**src/rtl/shift_seq_ctrl.sv**
```systemverilog
// ----------------------------------------------------------------------------
// shift_seq_ctrl
//
// Sequencer that loads a word into an external serial-in/parallel-out shift
// register and reads it back. The register runs on the same clock as this
// block.
//
// A transaction runs in four steps:
//   1. Accept din on a start strobe.
//   2. Clear the register.
//   3. Shift the word in MSB-first, WIDTH cycles.
//   4. Capture the parallel output into dout and compare it with the word
//      that was sent.
//
// Optional build macro:
//   SHIFT_SEQ_CHECK_EN  defined   -> err reports a readback mismatch
//                       undefined -> comparator not built, err tied 0
//   The port list is the same in both builds.
//
// Parameters:
//   WIDTH    word width and shift count (minimum 2)
//
// Ports:
//   ck       clock; all state changes on rising edge
//   res      asynchronous active-low reset
//   start    request, sampled only in IDLE
//   din      word to load, sampled on the edge that accepts start
//   busy     high in CLR, SHIFT and CHECK
//   sft_clr  synchronous clear to the shift register
//   sft_en   shift enable to the shift register
//   sft_d    serial data to the shift register
//   sft_q    shift register parallel output
//   dout     value captured from sft_q at CHECK
//   done     one-cycle completion pulse
//   err      readback mismatch flag
// ----------------------------------------------------------------------------
module shift_seq_ctrl #(
    parameter int unsigned WIDTH = 4
) (
    input  logic             ck,
    input  logic             res,
    input  logic             start,
    input  logic [WIDTH-1:0] din,
    output logic             busy,
    output logic             sft_clr,
    output logic             sft_en,
    output logic             sft_d,
    input  logic [WIDTH-1:0] sft_q,
    output logic [WIDTH-1:0] dout,
    output logic             done,
    output logic             err
);

    localparam int unsigned CntW = $clog2(WIDTH);
    localparam logic [CntW-1:0] CntLast = CntW'(WIDTH - 1);

    typedef enum logic [1:0] {
        StIdle,
        StClr,
        StShift,
        StCheck
    } state_e;

    state_e           state_q, state_d;
    logic [CntW-1:0]  cnt_q, cnt_d;
    logic [WIDTH-1:0] shadow_q, shadow_d;
    logic [WIDTH-1:0] dout_q, dout_d;
    logic             done_q, done_d;

    // The bit for the current shift cycle always sits in the MSB of the
    // shifted shadow.
    logic [WIDTH-1:0] shadow_shl;
    assign shadow_shl = shadow_q << cnt_q;

    // ------------------------------------------------------------------------
    // Next-state logic
    // ------------------------------------------------------------------------
    always_comb begin
        state_d  = state_q;
        cnt_d    = cnt_q;
        shadow_d = shadow_q;
        dout_d   = dout_q;
        done_d   = 1'b0;

        unique case (state_q)
            StIdle: begin
                if (start) begin
                    shadow_d = din;
                    cnt_d    = '0;
                    state_d  = StClr;
                end
            end
            StClr: begin
                state_d = StShift;
            end
            StShift: begin
                if (cnt_q == CntLast) begin
                    cnt_d   = '0;
                    state_d = StCheck;
                end else begin
                    cnt_d = cnt_q + CntW'(1);
                end
            end
            StCheck: begin
                dout_d  = sft_q;
                done_d  = 1'b1;
                state_d = StIdle;
            end
            default: begin
                state_d = StIdle;
            end
        endcase
    end

    // ------------------------------------------------------------------------
    // State registers
    // ------------------------------------------------------------------------
    always_ff @(posedge ck or negedge res) begin
        if (!res) begin
            state_q  <= StIdle;
            cnt_q    <= '0;
            shadow_q <= '0;
            dout_q   <= '0;
            done_q   <= 1'b0;
        end else begin
            state_q  <= state_d;
            cnt_q    <= cnt_d;
            shadow_q <= shadow_d;
            dout_q   <= dout_d;
            done_q   <= done_d;
        end
    end

    // ------------------------------------------------------------------------
    // Moore outputs, decoded only from registered state. Because of this, an
    // asynchronous reset drops the strobes at once.
    // ------------------------------------------------------------------------
    always_comb begin
        busy    = 1'b0;
        sft_clr = 1'b0;
        sft_en  = 1'b0;
        sft_d   = 1'b0;

        unique case (state_q)
            StIdle: begin
            end
            StClr: begin
                busy    = 1'b1;
                sft_clr = 1'b1;
            end
            StShift: begin
                busy   = 1'b1;
                sft_en = 1'b1;
                sft_d  = shadow_shl[WIDTH-1];
            end
            StCheck: begin
                busy = 1'b1;
            end
            default: begin
            end
        endcase
    end

    assign dout = dout_q;
    assign done = done_q;

    // ------------------------------------------------------------------------
    // Readback comparator. err holds until the next CHECK capture.
    // ------------------------------------------------------------------------
`ifdef SHIFT_SEQ_CHECK_EN
    logic err_q, err_d;

    always_comb begin
        err_d = err_q;
        if (state_q == StCheck) begin
            err_d = (sft_q != shadow_q);
        end
    end

    always_ff @(posedge ck or negedge res) begin
        if (!res) begin
            err_q <= 1'b0;
        end else begin
            err_q <= err_d;
        end
    end

    assign err = err_q;
`else
    assign err = 1'b0;
`endif

endmodule

```
**config.mk**
```make
export PLATFORM = sky130hd
export DESIGN_NAME = shift_seq_ctrl
export DESIGN_NICKNAME = d
export VERILOG_FILES = /design/src/rtl/shift_seq_ctrl.sv
export SDC_FILE = /design/constraint.sdc
export NUM_CORES = 1
export LEC_CHECK = 0
export CAP_MARGIN = 15
export CORE_UTILIZATION = 43
export CTS_CLUSTER_DIAMETER = 40
export DETAILED_ROUTE_END_ITERATION = 10
export PLACE_DENSITY = 0.73
export SLEW_MARGIN = 20
export SYNTH_ARGS = -nofsm -noshare
export SYNTH_HDL_FRONTEND = slang
export SYNTH_SLANG_ARGS = --single-unit
export TNS_END_PERCENT = 50
```
**constraint.sdc**
```tcl
create_clock -name ck -period 4.03 [get_ports ck]
set_input_delay 1.0075 -clock ck [delete_from_list [all_inputs] [get_ports ck]]
set_output_delay 1.0075 -clock ck [all_outputs]
set_load 0.005 [all_outputs]
```
==> results of run 1 <==
[where the power goes]
group,switching (mW),internal [mW]
clock network,0.0365,0.0382
logic,0.108,0.201
registers,0.0413,0.197
total,0.186,0.437
[cells by family (layout without fill, tap and decap cells)]
group | after synthesis | after routing | synth area share (%)
AOI/OAI and AO/OA | 5 | 5 | 6.360
buffers and inverters | 5 | 27 | 3.578
adders and majority gates | 7 | 7 | 13.92
muxes | 10 | 10 | 19.68
and+or+nand+nor | 5 | 5 | 4.176
DFF | 13 | 13 | 51.69
other | 1 | 1 | 0.5958
[area by class of cell]
type | instances | area (um^2)
clock buffer | 4 | 26.28
tap | 15 | 18.77
inverter | 4 | 15.01
sequential | 13 | 325.3
multi-input combinational | 28 | 281.5
timing repair buffer | 19 | 190.2
fill | 114 | 476.7
[how the worst min path moves through the flow]
stage	start	endpoint	slack [ns]	depth (start not counted)
2_1_floorplan	shadow_q[1]	shadow_q[1]	0.47	1
3_3_place_gp	dout[1]	dout[1]	0.49	1
3_5_place_dp	shadow_q[0]	shadow_q[0]	0.49	1
4_1_cts	shadow_q[0]	shadow_q[0]	0.51	1
5_1_grt	shadow_q[0]	shadow_q[0]	0.53	1
6_report	dout[2]	dout[2]	0.50	1
[layout by cell type (no fill, tap or decap), types with 2 or more instances in the layout]
| cell type | n |
|---|---|
| ha_1 | 7 |
| mux2_2 | 9 |
| inv_1 | 4 |
| clkbuf_4 | 3 |
| dfrtp_1 | 13 |
| clkdlybuf4s50_1 | 19 |
| a32o_1 | 2 |
[worst max-delay path: stages (launching register included)]
cell             delay [ns]
dfrtp_1                0.41
mux4_2                 0.50
and2_1                 0.16
clkdlybuf4s50_1        0.43
[flip-flops by register name (all words and copies together), names as in the netlist]
signal and count:
dout 4, state_q 2, done 1, cnt_q 2, shadow_q 4
[synthesized netlist by cell type]
| cell type | number |
|---|---|
| nor2b_1 | 1 |
| nand2_1 | 1 |
| mux4_2 | 1 |
| nor2_1 | 1 |
| dfrtp_1 | 13 |
| nand2b_1 | 1 |
| o21ai_0 | 1 |
| conb_1 | 1 |
| a21oi_1 | 1 |
| mux2_2 | 9 |
| a32o_1 | 2 |
| buf_4 | 1 |
| ha_1 | 7 |
| and2_1 | 1 |
| o32a_1 | 1 |
| inv_1 | 4 |
[through the flow]
step                      utilization [%]  power (mW)  worst slack (ns)  std cells
after floorplan                         -      0.4178             1.986         46
after global placement              62.29      0.5500             1.562         79
after detailed placement            62.29      0.5546             1.537         79
after CTS                           64.26      0.6324             1.238         83
after global routing                64.26      0.6765             1.131         83
final                               64.26      0.6225             1.251         83
[layer usage]
metal / global-route usage [%] / share of wire, % / up-vias
met5: 0 / 0 / -
met4: 2.500 / 0 / 0
met3: 8.333 / 4.9 / 0
met2: 20.16 / 48 / 12
met1: 19.86 / 47 / 200
li1: - / - / 201
==> results.py, run 1 <==
metrics = {
    "sta": {
        "finalCritPeriodShare_pct": 68.96,
        "finalHoldViolCount": 0,
        "setup_tns_ns": 0,
        "fin_skew_ns": 0.0005549,
        "worst_pin_slew_ns": 0.5566,
        "fmax_mhz": 359.8,
        "finalCriticalPeriod_ns": 2.779,
        "setup_violations": 0,
        "hold_slack_ns": 0.5039,
        "rsz0062_at_grt": "false",
        "max_slew_margin_pct": 62.78,
        "maxSlewViolCount": 0,
    },
    "synth": {
        "ys_top_cells_by_area": "dfrtp_1 (52%), mux2_2 (16%), ha_1 (14%)",
        "synth_largest_area_cell": "dfrtp_1",
        "synth_cell_types": 16,
        "synth-seq-area-share_pct": 51.69,
        "synth_cells": 46,
        "syn_area_per_cell_um2": 13.68,
        "yosysWarnings": 0,
        "synth_seq_cells": 13,
        "syn-num-nets": 64,
        "synth_area_um2": 629.4,
        "synth_top_area_share_pct": 51.69,
    },
    "clocking": {
        "cts_setup_buffers": 0,
        "cts_hold_buf": 0,
        "clk-insertion-delay-late_ns": 0.26,
        "cts_tree": "done",
        "root_buffer": "clkbuf_4",
        "ctsLongestPathBuffers": 2,
        "cts_buffers": 3,
        "cts_sinks": 13,
        "htree_levels": 1,
        "cts.clk_slew.worst_paths_ns": 0.07,
        "cts_resized": 0,
    },
    "critical_path": {
        "cp-end-kind": "primary output",
        "path_max_fanout": 4,
        "r2r_cells": 5,
        "r2r_end": "state_q[1]",
        "r2r_start": "state_q[0]",
        "cp.required_ns": 3.02,
        "cp-start-kind": "flop",
        "worstSetupPathType": "flop to primary output",
        "rrSetupSlack_ns": 2.49,
        "cp-endpoint": "sft_d",
        "cp-startpoint": "cnt_q[0]",
        "cp.arrival_ns": 1.77,
    },
    "run": {
        "drv_cap": 0,
    },
    "route": {
        "routedWlPerCell_um": 11.23,
        "post_drt_via_cell_ratio": 4.976,
        "drt-pass1-iter-count": 3,
        "finalWirelength_um": 932,
        "drt_iter0_markers": 3,
        "ant_nets": 0,
        "vias": 413,
        "drc": 0,
    },
    "floorplan": {
        "fp.coreArea_um2": 1334,
        "core.rowCount": 13,
        "design.portCount": 21,
        "die_width_um": 40.26,
        "die-area_um2": 1620,
        "start_util_pct": 47.19,
        "die_h_um": 40.26,
    },
    "grt": {
        "antenna_found_initial": 0,
        "grt_util_all_layers_pct": 14.49,
        "grt-ovfl-total": 0,
        "grt_start_max_net_pins": 14,
        "grt_pass1_vias": 338,
        "grt_first_pass_wirelength_mm": 1.449,
    },
    "placed_design": {
        "place_area_um2": 830.8,
        "dp_hpwl_um": 731.5,
        "io_buffers": 19,
        "place.gp.congestion": 0.7243,
    },
    "cells_and_area": {
        "drive_gt1_share_pct": 19.12,
        "areaGrowthSynthToFinish_pct": 36.18,
        "final_nets": 87,
        "fin_area_um2": 857.1,
        "diodes": 0,
    },
    "power_and_ir_drop": {
        "peakVddDrop_mv": 0.3406,
        "leakage_nw": 0.3842,
        "p_per_area_nw_per_um2": 726.3,
    },
    "worst_hold_path": {
        "hp-class": "flop to flop",
    },
    "status": {
        "outcome": "completed",
    },
}
Power figures use the tool's default switching activity.
==> inputs of run 2 (changes only) <==
==> constraint.sdc (replaced) <==
create_clock -name ck -period 2.7 [get_ports ck]
set_input_delay 0.675 -clock ck [delete_from_list [all_inputs] [get_ports ck]]
set_output_delay 0.675 -clock ck [all_outputs]
set_load 0.005 [all_outputs]
==> results of run 2 <==
The final DEF is identical to that of run 1. Status: completed.
Main changes from that run: setup slack after placement 1.537 ns -> 0.5394 ns; setup slack after layout 1.251 ns -> 0.2534 ns; register-to-register setup slack 2.49 ns -> 1.16 ns; total power 0.6225 mW -> 0.9291 mW; worst IR drop on VDD 0.3406 mV -> 0.5084 mV
==> inputs of run 3 (changes only) <==
--- a/config.mk
+++ b/config.mk
@@ -9,6 +9,7 @@
 export CORE_UTILIZATION = 43
 export CTS_CLUSTER_DIAMETER = 40
 export DETAILED_ROUTE_END_ITERATION = 10
+export GPL_TIMING_DRIVEN = 0
 export PLACE_DENSITY = 0.73
 export SLEW_MARGIN = 20
 export SYNTH_ARGS = -nofsm -noshare
==> results.py, run 3 (synthesis gave the netlist of run 1 again) <==
metrics = {
    "clocking": {
        "root_buffer": "clkbuf_4",
        "clk-insertion-delay-late_ns": 0.27,
        "cts_resized": 0,
        "cts_sinks": 13,
        "ctsLongestPathBuffers": 2,
        "htree_levels": 1,
        "cts.clk_slew.worst_paths_ns": 0.08,
        "cts_setup_buffers": 0,
        "cts_tree": "done",
        "cts_hold_buf": 0,
        "cts_buffers": 3,
    },
    "placed_design": {
        "io_buffers": 19,
        "pre_cts_slack_ns": 0.5007,
        "place.gp.congestion": 0.7305,
        "dp_hpwl_um": 838.2,
        "dp.cells": 80,
    },
    "cells_and_area": {
        "diodes": 0,
        "drive_gt1_share_pct": 20.29,
        "nFillCells": 107,
        "final_common_cell": "clkdlybuf4s50_1",
        "final_nets": 88,
        "final_cell_mix": "clkdlybuf4s50_1 (19), dfrtp_1 (13), mux2_2 (9)",
        "final_cell_count_no_fill": 84,
        "areaGrowthSynthToFinish_pct": 37.38,
    },
    "route": {
        "post_drt_via_cell_ratio": 4.869,
        "drc": 0,
        "ant_nets": 0,
        "routedWlPerCell_um": 13.14,
        "vias": 409,
        "drt_iter0_markers": 0,
        "finalWirelength_mm": 1.104,
        "drt-pass1-iter-count": 1,
    },
    "grt": {
        "grt_first_pass_wirelength_mm": 1.731,
        "grt_pass1_vias": 404,
        "grt_util_all_layers_pct": 16.88,
        "grt-ovfl-total": 0,
        "antenna_found_initial": 0,
        "grt_start_max_net_pins": 14,
    },
    "sta": {
        "worst_pin_slew_ns": 0.5675,
        "finalCritPeriodShare_pct": 91.42,
        "maxSlewViolCount": 0,
        "finalCriticalPeriod_ns": 2.468,
        "setup_violations": 0,
        "fmax_mhz": 405.1,
        "fin_ws_ns": 0.2316,
        "max_slew_margin_pct": 62.05,
        "fin_skew_ns": 0.001610,
        "finalHoldViolCount": 0,
        "rsz0062_at_grt": "false",
        "setup_tns_ns": 0,
    },
    "floorplan": {
        "die-area_um2": 1620,
        "core.rowCount": 13,
        "die_h_um": 40.26,
        "fp.coreArea_um2": 1334,
        "design.portCount": 21,
        "die_width_um": 40.26,
        "start_util_pct": 47.19,
    },
    "power_and_ir_drop": {
        "design_power_total_mw": 0.9465,
        "peakVddDrop_mv": 0.5347,
        "leakage_nw": 0.3896,
        "p_per_area_nw_per_um2": 1095,
    },
    "run": {
        "drv_cap": 0,
    },
    "critical_path": {
        "path_max_fanout": 4,
        "cp-start-kind": "flop",
        "cp.required_ns": 2.03,
        "worstSetupPathType": "flop to primary output",
        "cp.arrival_ns": 1.79,
        "cp-end-kind": "primary output",
    },
    "worst_hold_path": {
        "hp-class": "flop to flop",
    },
    "status": {
        "outcome": "completed",
    },
}
==> run 3: path summary, 6_finish.rpt <==
kind / depth (start not counted) / endpoint / start / slack [ns]
worst max-delay path: 3 / sft_d / cnt_q[0] / 0.23
worst min-delay path: 1 / shadow_q[0] / shadow_q[0] / 0.51
worst max register to register: 5 / state_q[1] / state_q[0] / 1.13
worst min register to register: 1 / shadow_q[0] / shadow_q[0] / 0.51
max in group asynchronous: 1 / dout[3] / res / 1.56
min in group asynchronous: 1 / cnt_q[1] / res / 0.77
==> run 3: layout make-up <==
cell class / instances / area (um^2) / area share [%]
inverter: 4 / 15.01 / 1.737
clock buffer: 4 / 26.28 / 3.039
timing repair buffer: 19 / 190.2 / 22.00
sequential: 13 / 325.3 / 37.63
tap: 15 / 18.77 / 2.171
buffer: 1 / 7.507 / 0.8683
multi-input combinational: 28 / 281.5 / 32.56
==> run 3: critical path, stage by stage, from the launching register on <==
cell and delay (ns):
dfrtp_1 0.42, mux4_2 0.51, and2_1 0.16, clkdlybuf4s50_1 0.43
==> run 3: power by group <==
group | switching (mW) | internal (mW) | leakage (nW)
Combinational | 0.168 | 0.303 | 0.218
Clock | 0.0607 | 0.0571 | 0.0150
Sequential | 0.0634 | 0.294 | 0.156
==> run 3: routing by layer <==
metal  part of all wire, %  vias to the layer above  wire (um)  GRT usage [%]
met3                   3.8                        2         42          3.333
li1                      -                      204          -              -
met4                  0.91                        0         10          10.00
met2                    53                       12        588          30.24
met1                    42                      191        463          18.12
met5                     0                        -          0              0
==> run 3: metrics by stage <==
stage / instance area (um^2) / utilization [%] / hold WS [ns]
floorplan: 629.4 / - / 0.3794
global placement: 838.3 / 62.85 / 0.4827
detailed placement: 838.3 / 62.85 / 0.4918
CTS: 864.6 / 64.82 / 0.5104
global route: 864.6 / 64.82 / 0.5281
finish: 864.6 / 64.82 / 0.5074
